==> src/rtl/cpu_sequencer.sv <==
// Multi-cycle fetch/decode/execute sequencer for the 16-bit core.
// Owns the PC, fetches from a combinational instruction memory, sequences a
// register file (two async read ports, one sync write port) and runs
// ADD/SUB/LDI/BNE/OUT/HALT. OUT results leave through a valid/ready port.
//
// Ports:
//   clk, reset               rising-edge clock, async active-high reset
//   run                      fetch enable, sampled only in FETCH
//   imem_addr / imem_instr   instruction address (= pc) / instruction word
//   rf_ra1, rf_ra2           read addresses IR[12:10] (rd), IR[9:7] (rs)
//   rf_rd1, rf_rd2           async read data
//   rf_we, rf_wa, rf_wd      one-cycle write pulse, address, data
//   out_valid, out_data      OUT port, held until out_ready is sampled high
//   out_ready                consumer accept
//   halted                   high while in HALT
//   state_dbg                current state encoding
module cpu_sequencer #(
    parameter int unsigned DATA_WIDTH = 16,
    parameter int unsigned PC_WIDTH   = 16,
    parameter logic [PC_WIDTH-1:0] RESET_PC = '0
) (
    input  logic                  clk,
    input  logic                  reset,
    input  logic                  run,
    output logic [PC_WIDTH-1:0]   imem_addr,
    input  logic [15:0]           imem_instr,
    output logic [2:0]            rf_ra1,
    output logic [2:0]            rf_ra2,
    input  logic [DATA_WIDTH-1:0] rf_rd1,
    input  logic [DATA_WIDTH-1:0] rf_rd2,
    output logic                  rf_we,
    output logic [2:0]            rf_wa,
    output logic [DATA_WIDTH-1:0] rf_wd,
    output logic                  out_valid,
    output logic [DATA_WIDTH-1:0] out_data,
    input  logic                  out_ready,
    output logic                  halted,
    output logic [2:0]            state_dbg
);

    localparam int unsigned INSTR_WIDTH = 16;
    localparam int unsigned IMM_WIDTH   = 10;

    localparam logic [2:0] OP_ADD  = 3'b000;
    localparam logic [2:0] OP_SUB  = 3'b001;
    localparam logic [2:0] OP_OUT  = 3'b100;
    localparam logic [2:0] OP_LDI  = 3'b101;
    localparam logic [2:0] OP_BNE  = 3'b110;
    localparam logic [2:0] OP_HALT = 3'b111;

    typedef enum logic [2:0] {
        S_FETCH  = 3'd0,
        S_DECODE = 3'd1,
        S_EXEC   = 3'd2,
        S_WB     = 3'd3,
        S_OUT    = 3'd4,
        S_HALT   = 3'd5
    } state_t;

    state_t                  state, state_n;
    logic [PC_WIDTH-1:0]     pc, pc_n;
    logic [INSTR_WIDTH-1:0]  ir, ir_n;
    logic [DATA_WIDTH-1:0]   a, a_n;
    logic [DATA_WIDTH-1:0]   b, b_n;
    logic [DATA_WIDTH-1:0]   res_n;

    logic [2:0]              opcode;
    logic [PC_WIDTH-1:0]     br_off;
    logic [PC_WIDTH-1:0]     pc_inc;

    assign opcode = ir[15:13];
    assign br_off = {{(PC_WIDTH-IMM_WIDTH){ir[IMM_WIDTH-1]}}, ir[IMM_WIDTH-1:0]};
    assign pc_inc = pc + PC_WIDTH'(1);

    // Register addresses come straight from IR so the async read data is
    // already settled by the time DECODE latches A and B.
    assign imem_addr = pc;
    assign rf_ra1    = ir[12:10];
    assign rf_ra2    = ir[9:7];
    assign state_dbg = state;

    // Next-state and datapath
    always_comb begin
        state_n = state;
        pc_n    = pc;
        ir_n    = ir;
        a_n     = a;
        b_n     = b;
        res_n   = '0;
        unique case (state)
            S_FETCH: begin
                if (run) begin
                    ir_n    = imem_instr;
                    state_n = S_DECODE;
                end
            end
            S_DECODE: begin
                a_n     = rf_rd1;
                b_n     = rf_rd2;
                state_n = S_EXEC;
            end
            S_EXEC: begin
                unique case (opcode)
                    OP_ADD: begin
                        res_n   = a + b;
                        state_n = S_WB;
                    end
                    OP_SUB: begin
                        res_n   = a - b;
                        state_n = S_WB;
                    end
                    OP_LDI: begin
                        res_n   = DATA_WIDTH'(ir[IMM_WIDTH-1:0]);
                        state_n = S_WB;
                    end
                    OP_BNE: begin
                        // Offset is relative to the BNE's own address.
                        pc_n    = (a != '0) ? (pc + br_off) : pc_inc;
                        state_n = S_FETCH;
                    end
                    OP_OUT:  state_n = S_OUT;
                    OP_HALT: state_n = S_HALT;
                    default: begin
                        // Reserved opcodes behave as NOP.
                        pc_n    = pc_inc;
                        state_n = S_FETCH;
                    end
                endcase
            end
            S_WB: begin
                pc_n    = pc_inc;
                state_n = S_FETCH;
            end
            S_OUT: begin
                if (out_ready) begin
                    pc_n    = pc_inc;
                    state_n = S_FETCH;
                end
            end
            S_HALT: state_n = S_HALT;
            default: state_n = S_FETCH;
        endcase
    end

    // State, datapath and registered outputs; outputs are decoded from the
    // next state so they are valid exactly while the FSM sits in WB/OUT/HALT.
    always_ff @(posedge clk or posedge reset) begin
        if (reset) begin
            state     <= S_FETCH;
            pc        <= RESET_PC;
            ir        <= '0;
            a         <= '0;
            b         <= '0;
            rf_we     <= 1'b0;
            rf_wa     <= '0;
            rf_wd     <= '0;
            out_valid <= 1'b0;
            out_data  <= '0;
            halted    <= 1'b0;
        end else begin
            state     <= state_n;
            pc        <= pc_n;
            ir        <= ir_n;
            a         <= a_n;
            b         <= b_n;
            rf_we     <= (state_n == S_WB);
            rf_wa     <= (state_n == S_WB) ? ir[12:10] : 3'd0;
            rf_wd     <= res_n;
            out_valid <= (state_n == S_OUT);
            out_data  <= (state_n == S_OUT) ? a : '0;
            halted    <= (state_n == S_HALT);
        end
    end

endmodule

==> config.mk <==
export PLATFORM = sky130hd
export DESIGN_NAME = cpu_sequencer
export DESIGN_NICKNAME = d
export VERILOG_FILES = /design/src/rtl/cpu_sequencer.sv
export SDC_FILE = /design/constraint.sdc
export NUM_CORES = 1
export LEC_CHECK = 0
export ABC_AREA = 1
export BUFFER_PORTS_ARGS = -buffer_cell sky130_fd_sc_hd__buf_2
export CAP_MARGIN = 20
export CORE_MARGIN = 3
export CORE_UTILIZATION = 51
export DETAILED_ROUTE_END_ITERATION = 10
export GPL_TIMING_DRIVEN = 0
export PLACE_DENSITY = 0.77
export SYNTH_ARGS = -nofsm -noshare
export SYNTH_HDL_FRONTEND = slang
export SYNTH_SLANG_ARGS = --single-unit
==> constraint.sdc <==
create_clock -name clk -period 3.4 [get_ports clk]
set_clock_uncertainty 0.2 [all_clocks]
set_input_delay 0.51 -clock clk [delete_from_list [all_inputs] [get_ports clk]]
set_output_delay 0.51 -clock clk [all_outputs]
set_load 0.1 [all_outputs]
# Yosys cells after proc, flatten, opt, wreduce, memory -nomap -nowiden
# Cells that the tools add are included.
# classes
n_addsub	4
n_eq_ne	15
muxes	12
n_reduce_logical	8
# ops
cell	n
$pmux W16 S3	2
$mux W16	4
$add A16 B16 Y16	2
$pmux W16 S2	1
$eq A3 B3 Y1 const B	8
$add A16 B1 Y16 const B	1
$reduce_bool A16 Y1	1
$sub A16 B16 Y16	1
$pmux W3 S5	1
$eq A3 B2 Y1 const B	3
$mux W3	3
$pmux W3 S3	1
$eq A3 B1 Y1 const B	2
$logic_not A3 Y1	2
$reduce_or A5 Y1	1
$ne A2 B2 Y1 const B	2
$reduce_and A3 Y1	1
$reduce_bool A3 Y1	1
$reduce_or A3 Y1	1
$reduce_and A2 Y1	1
# totals
register_bits	105
input_bits	52
wordCells	50

# Longest topological paths before layout
# depth
ltp_word	6
mapped_depth	20
depth_no_buf	20

# Worst setup path after synthesis
# No wires, ideal clock.
# synth_path
kind	flip-flop to flip-flop
from	register pc[0] (netlist: imem_addr[0])
to	register pc[14] (netlist: imem_addr[14])
setup_ns	0.120
arrival_time_ns	2.417
required_time_ns	3.080
path_slack_ns	0.663
stages_incl_launch_ff	14
synth_period_minus_slack_ns	2.737
path_cell_list	dfrtp_1 -> ha_1 -> inv_1 -> fa_1 -> inv_1 -> nand3_1 -> nand3_1 -> nand2_1 -> nand2_1 -> nand2_1 -> nand3_1 -> nand3_1 -> nand2_1 -> nand2_1
# synth_between
elab_chain_cells	4
# synth_rtl
item	line	rtl
start: declaration	61	logic [PC_WIDTH-1:0] pc, pc_n;
start signal: assignment	162	pc <= pc_n;
$add A16 B1 Y16 or $add A16 B16 Y16 (tied branches)	73, 118	
$mux W16	118	pc_n = (a != '0) ? (pc + br_off) : pc_inc;
$pmux W16 S2	103	unique case (opcode)
$pmux W16 S3 *	90	unique case (state)
# Mark *: on every way between the ends. The rest lies on a longest branch, timed or not. The select of a mux whose other input is x is not followed.
# A chain may end at the register's enable or synchronous reset.

# Final worst setup path
# layout_path
from	register b[0]
to	register rf_wd[11]
# layout_between
elab_chain_cells	3
# layout_rtl
item	line	rtl
start: declaration	64	logic [DATA_WIDTH-1:0] b, b_n;
start signal: assignment	165	b <= b_n;
$sub A16 B16 Y16 or $add A16 B16 Y16 (tied branches)	109, 105	
$pmux W16 S3 *	103	
$mux W16 *	90	
net res_n[11]	65	logic [DATA_WIDTH-1:0] res_n;
end signal: assignment	168	rf_wd <= res_n;
end: declaration	33	output logic [DATA_WIDTH-1:0] rf_wd,
# The timed path passes the listed nets; every way through them passes the cells marked *.

==> metrics.log <==
INFO  metric worst_margin_slew = 0.713 ns
INFO  metric period_share = 90.3%
INFO  metric power_leakage = 4.37 nW
INFO  metric combinational_family_with_the_most_area_after_synthesis = simple AND/OR/NAND/NOR gates
INFO  metric irDropWorstVdd = 0.266 mV
INFO  metric number_of_antenna_violations_at_the_first_check_in_global_routing = 0
INFO  metric vias = 6023
INFO  metric placed_instances = 1149
INFO  metric r2r_setup_slack = 0.33 ns
INFO  metric avgSynthCellArea = 7.51 sq um
INFO  metric clock_tree_from_tritoncts = done
INFO  metric max_stage_delay = 0.39 ns
INFO  metric synthAdderAreaFrac = 6.78%
INFO  metric post_synth_num_cell_types = 47
INFO  metric muxShareOfSynthArea = 1.91%
INFO  metric pin_count_of_the_biggest_net_entering_global_routing = 41
INFO  metric mostFrequentLayoutCells = sky130_fd_sc_hd__nand2_1 (199), sky130_fd_sc_hd__inv_1 (127), sky130_fd_sc_hd__buf_2 (117), sky130_fd_sc_hd__nor2_1 (110), sky130_fd_sc_hd__dfrtp_1 (105)
INFO  metric start_kind = flip-flop
INFO  metric layout_commonest_cell = sky130_fd_sc_hd__nand2_1
INFO  metric globalRoute.busiestLayer = met2
INFO  metric rows = 40
INFO  metric wire_length_of_the_first_global_routing_pass = 27.3 mm
INFO  metric ant_nets = 0
INFO  metric slew-limit-headroom = 52.4%
INFO  metric detailedRoute.firstIterationViolations = 396
INFO  metric setup.worst_path.end_class = flip-flop
INFO  metric die_w = 119 microns
INFO  metric clockBufferDepth = 2
INFO  metric drt_pass1_iterations = 5
INFO  metric final-instance-count-excl-fill = 1166
INFO  metric report.final.slew_viol_count = 0
INFO  metric worstSetupPathType = reg2reg
INFO  metric postSynth.asyncResetShare = 100%
INFO  metric unrepaired_setup_endpoints_after_global_routing = no
INFO  metric hold_path.class = in2async
INFO  metric cp_max_fo = 5
INFO  metric place.detailed.hpwl = 12.9 mm
INFO  metric first_global_vias = 5691
INFO  metric critical_r2r_capture = rf_wd[11]
INFO  metric timing.critical_path.from = b[0]
INFO  metric worst-path-buf-inv = 3
INFO  metric globalRouteMet1Util = 31.1%
INFO  metric path_cells = inv_1 > ha_1 > inv_1 > nor3_1 > nand2_1 > o31ai_1 > xor2_1 > inv_1 > ha_1 > nand2_1 > nor2_1 > nand3_1 > nand3_1 > nand2_1 > nand2_1 > nand2_1 > nand2_1 > nor2_1
INFO  metric die-area = 0.0141 sq mm
INFO  metric drive_gt1_share = 17.6%
INFO  metric timing.final.hold_violations = 0
INFO  metric cts_max_level = 3
INFO  metric drc = 0
INFO  metric routed_via_density = 5.17
INFO  metric timing.setup.tns = 0 ns
INFO  metric netlist_instances = 865
INFO  metric drt-total-wl = 16.5 mm
INFO  metric worst-r2r-cell-count = 18
INFO  metric gp_congestion = 0.942
INFO  metric crit_cells = 18
INFO  metric die_height = 119 microns
INFO  metric sink_count = 105
INFO  metric final-setup-viol-count = 0
INFO  metric timing.critical_path.slowest_stage_cell = sky130_fd_sc_hd__dfrtp_1
INFO  metric clk_root_buffer_cell = sky130_fd_sc_hd__clkbuf_16
INFO  metric syn_to_final_growth = 17.5%
INFO  metric ioPinCount = 115
INFO  metric endpoint = rf_wd[11]
INFO  metric cts_inserted_buffers = 9
INFO  metric drt-wirelength-per-cell = 14.2 microns
INFO  metric critical-path-top-delay-family = simple AND/OR/NAND/NOR gates
INFO  metric synth.yosys.warnings = 0
INFO  metric clock_pin_slew_reported_for_the_worst_setup_and_hold_paths_after_clock_tree_synthesis = 0.07 ns
INFO  metric fp.coreArea = 0.0122 sq mm
INFO  metric synth_xor_xnor_area_share = 3.91%
INFO  metric grt-ovfl-total = 0
INFO  metric post_synth_and_or_nand_nor_area_fraction = 26.3%
INFO  metric grt_util_met2 = 40.6%
INFO  metric power_density_over_the_cells = 339 mW/mm^2
INFO  metric synth_sequential_area_ratio = 40.4%
INFO  metric synth_edf_count = 0
INFO  metric synth_compound_area_share = 11.4%
INFO  metric achievable_freq = 0.326 GHz
INFO  metric global_route.usage.total = 23.9%
INFO  metric synth_ff_type = sky130_fd_sc_hd__dfrtp_1
INFO  metric met3_track_demand_over_resource = 4.27%
INFO  metric mappedNetlistArea = 0.00650 sq mm
INFO  metric crit-reg2reg-launch = b[0]
INFO  metric run_status = complete, no violations
INFO  metric synth.ff_latch_count = 105
INFO  metric worstPathArrival = 3.12 ns
INFO  metric timing.hold.ws = 0.0572 ns
INFO  metric buffers_added_on_ports = 114
INFO  metric timing.max_cap.violations = 0
INFO  metric cp.required = 3.45 ns
INFO  metric final_net_count = 1079
INFO  metric floorplan.initialDensity = 53.2%
INFO  metric clk_latency = 0.36 ns
INFO  metric worst_path_most_repeated_cell = sky130_fd_sc_hd__nand2_1
INFO  metric timing.final.crit_period = 3.07 ns
INFO  metric mappedNetlistNets = 951
INFO  metric antenna_cells = 0
-- cells in the mapped netlist, types with 2 or more instances --
master | n | share of area, %
sky130_fd_sc_hd__a21o_1 | 5 | 0.58
sky130_fd_sc_hd__a21oi_1 | 83 | 6.4
sky130_fd_sc_hd__a31oi_1 | 3 | 0.29
sky130_fd_sc_hd__buf_2 | 3 | 0.23
sky130_fd_sc_hd__buf_4 | 7 | 0.81
sky130_fd_sc_hd__clkbuf_1 | 7 | 0.40
sky130_fd_sc_hd__dfrtp_1 | 105 | 40
sky130_fd_sc_hd__fa_1 | 2 | 0.62
sky130_fd_sc_hd__ha_1 | 32 | 6.2
sky130_fd_sc_hd__inv_1 | 128 | 7.4
sky130_fd_sc_hd__inv_2 | 3 | 0.17
sky130_fd_sc_hd__mux2_2 | 11 | 1.9
sky130_fd_sc_hd__nand2_1 | 199 | 11
sky130_fd_sc_hd__nand3_1 | 56 | 4.3
sky130_fd_sc_hd__nand3b_1 | 2 | 0.23
sky130_fd_sc_hd__nand4_1 | 12 | 1.2
sky130_fd_sc_hd__nor2_1 | 110 | 6.4
sky130_fd_sc_hd__nor2_4 | 2 | 0.35
sky130_fd_sc_hd__nor3_1 | 11 | 0.85
sky130_fd_sc_hd__nor3_2 | 2 | 0.31
sky130_fd_sc_hd__o211ai_1 | 2 | 0.23
sky130_fd_sc_hd__o21ai_0 | 21 | 1.6
sky130_fd_sc_hd__o21bai_1 | 4 | 0.46
sky130_fd_sc_hd__o31ai_1 | 3 | 0.35
sky130_fd_sc_hd__or2_2 | 3 | 0.29
sky130_fd_sc_hd__xnor2_1 | 2 | 0.27
sky130_fd_sc_hd__xor2_1 | 27 | 3.6
-- sequential cells by signal, summed over array words and instances (netlist names) --
register   cells
a             16
b             16
imem_addr     16
ir            16
out_data      16
rf_wd         16
rf_wa          3
state_dbg      3
halted         1
out_valid      1
rf_we          1
-- per-stage QoR --
step | cell area, sq um | worst slack [ns] | utilization (%) | total power [W]
floorplan | 6500 | 0.663 | - | 0.00147
global placement | 7280 | 0.184 | 59.6 | 0.00155
detailed placement | 7320 | 0.0431 | 60.0 | 0.00156
CTS | 7620 | 0.00926 | 62.4 | 0.00261
global route | 7630 | 0.0128 | 62.5 | 0.00270
finish | 7630 | 0.331 | 62.5 | 0.00259
-- worst min path at each step --
stage | start | endpoint | slack, ns
after floorplan | ir[5] | rf_wd[5] | 0.27
after global placement | ir[10] | rf_wa[0] | 0.30
after detailed placement | ir[12] | rf_wa[2] | 0.31
after CTS | reset | out_valid | 0.1
after global routing | reset | out_valid | 0.12
final | reset | out_valid | 0.06
-- metal layers --
metal / part of all wire, % / vias to the layer above
met5: 0 / -
met4: 1.9 / 0
met3: 5.2 / 29
met2: 49 / 166
met1: 44 / 2797
li1: - / 3031
-- worst reg2reg max path, cell delays in order (launching register included) --
cell and delay [ns]:
sky130_fd_sc_hd__dfrtp_1 0.39, sky130_fd_sc_hd__inv_1 0.10, sky130_fd_sc_hd__ha_1 0.16, sky130_fd_sc_hd__inv_1 0.06
sky130_fd_sc_hd__nor3_1 0.17, sky130_fd_sc_hd__nand2_1 0.15, sky130_fd_sc_hd__o31ai_1 0.27, sky130_fd_sc_hd__xor2_1 0.20
sky130_fd_sc_hd__inv_1 0.07, sky130_fd_sc_hd__ha_1 0.35, sky130_fd_sc_hd__nand2_1 0.09, sky130_fd_sc_hd__nor2_1 0.19
sky130_fd_sc_hd__nand3_1 0.13, sky130_fd_sc_hd__nand3_1 0.13, sky130_fd_sc_hd__nand2_1 0.07, sky130_fd_sc_hd__nand2_1 0.09
sky130_fd_sc_hd__nand2_1 0.06, sky130_fd_sc_hd__nand2_1 0.06, sky130_fd_sc_hd__nor2_1 0.04
-- logic make-up (layout without fill, tap and decap cells) --
kind of cell	Yosys count	count (layout)
DFF	105	105
AOI/OAI and AO/OA	131	131
xor gates and xnor gates	29	29
buffers and inverters	151	284
muxes	11	11
and+or+nand+nor	404	404
adders and majority gates	34	34
-- what timing repair did --
action / 4_1_cts / 5_1_grt
endpoints found under the hold margin: 0 / 0
endpoints found under the setup margin: 0 / 5
hold buffers: 0 / 0
setup buffers: 0 / 1
gates resized for setup: 0 / 3
-- power breakdown --
| part | internal (W) | total (W) | switching, W |
|---|---|---|---|
| clock network | 0.000578 | 0.00105 | 0.000474 |
| registers | 0.00127 | 0.00128 | 0.0000143 |
| logic | 0.0000963 | 0.000254 | 0.000158 |
| total | 0.00194 | 0.00259 | 0.000646 |
-- layout make-up --
class,count,area [sq um]
clock inverter,5,62.6
fill,1152,4580
multi-input combinational,609,3270
buffer,18,105
clock buffer,11,233
sequential,105,2630
inverter,133,508
timing repair buffer,117,618
tap,168,210
(Power assumes the default switching activity.)
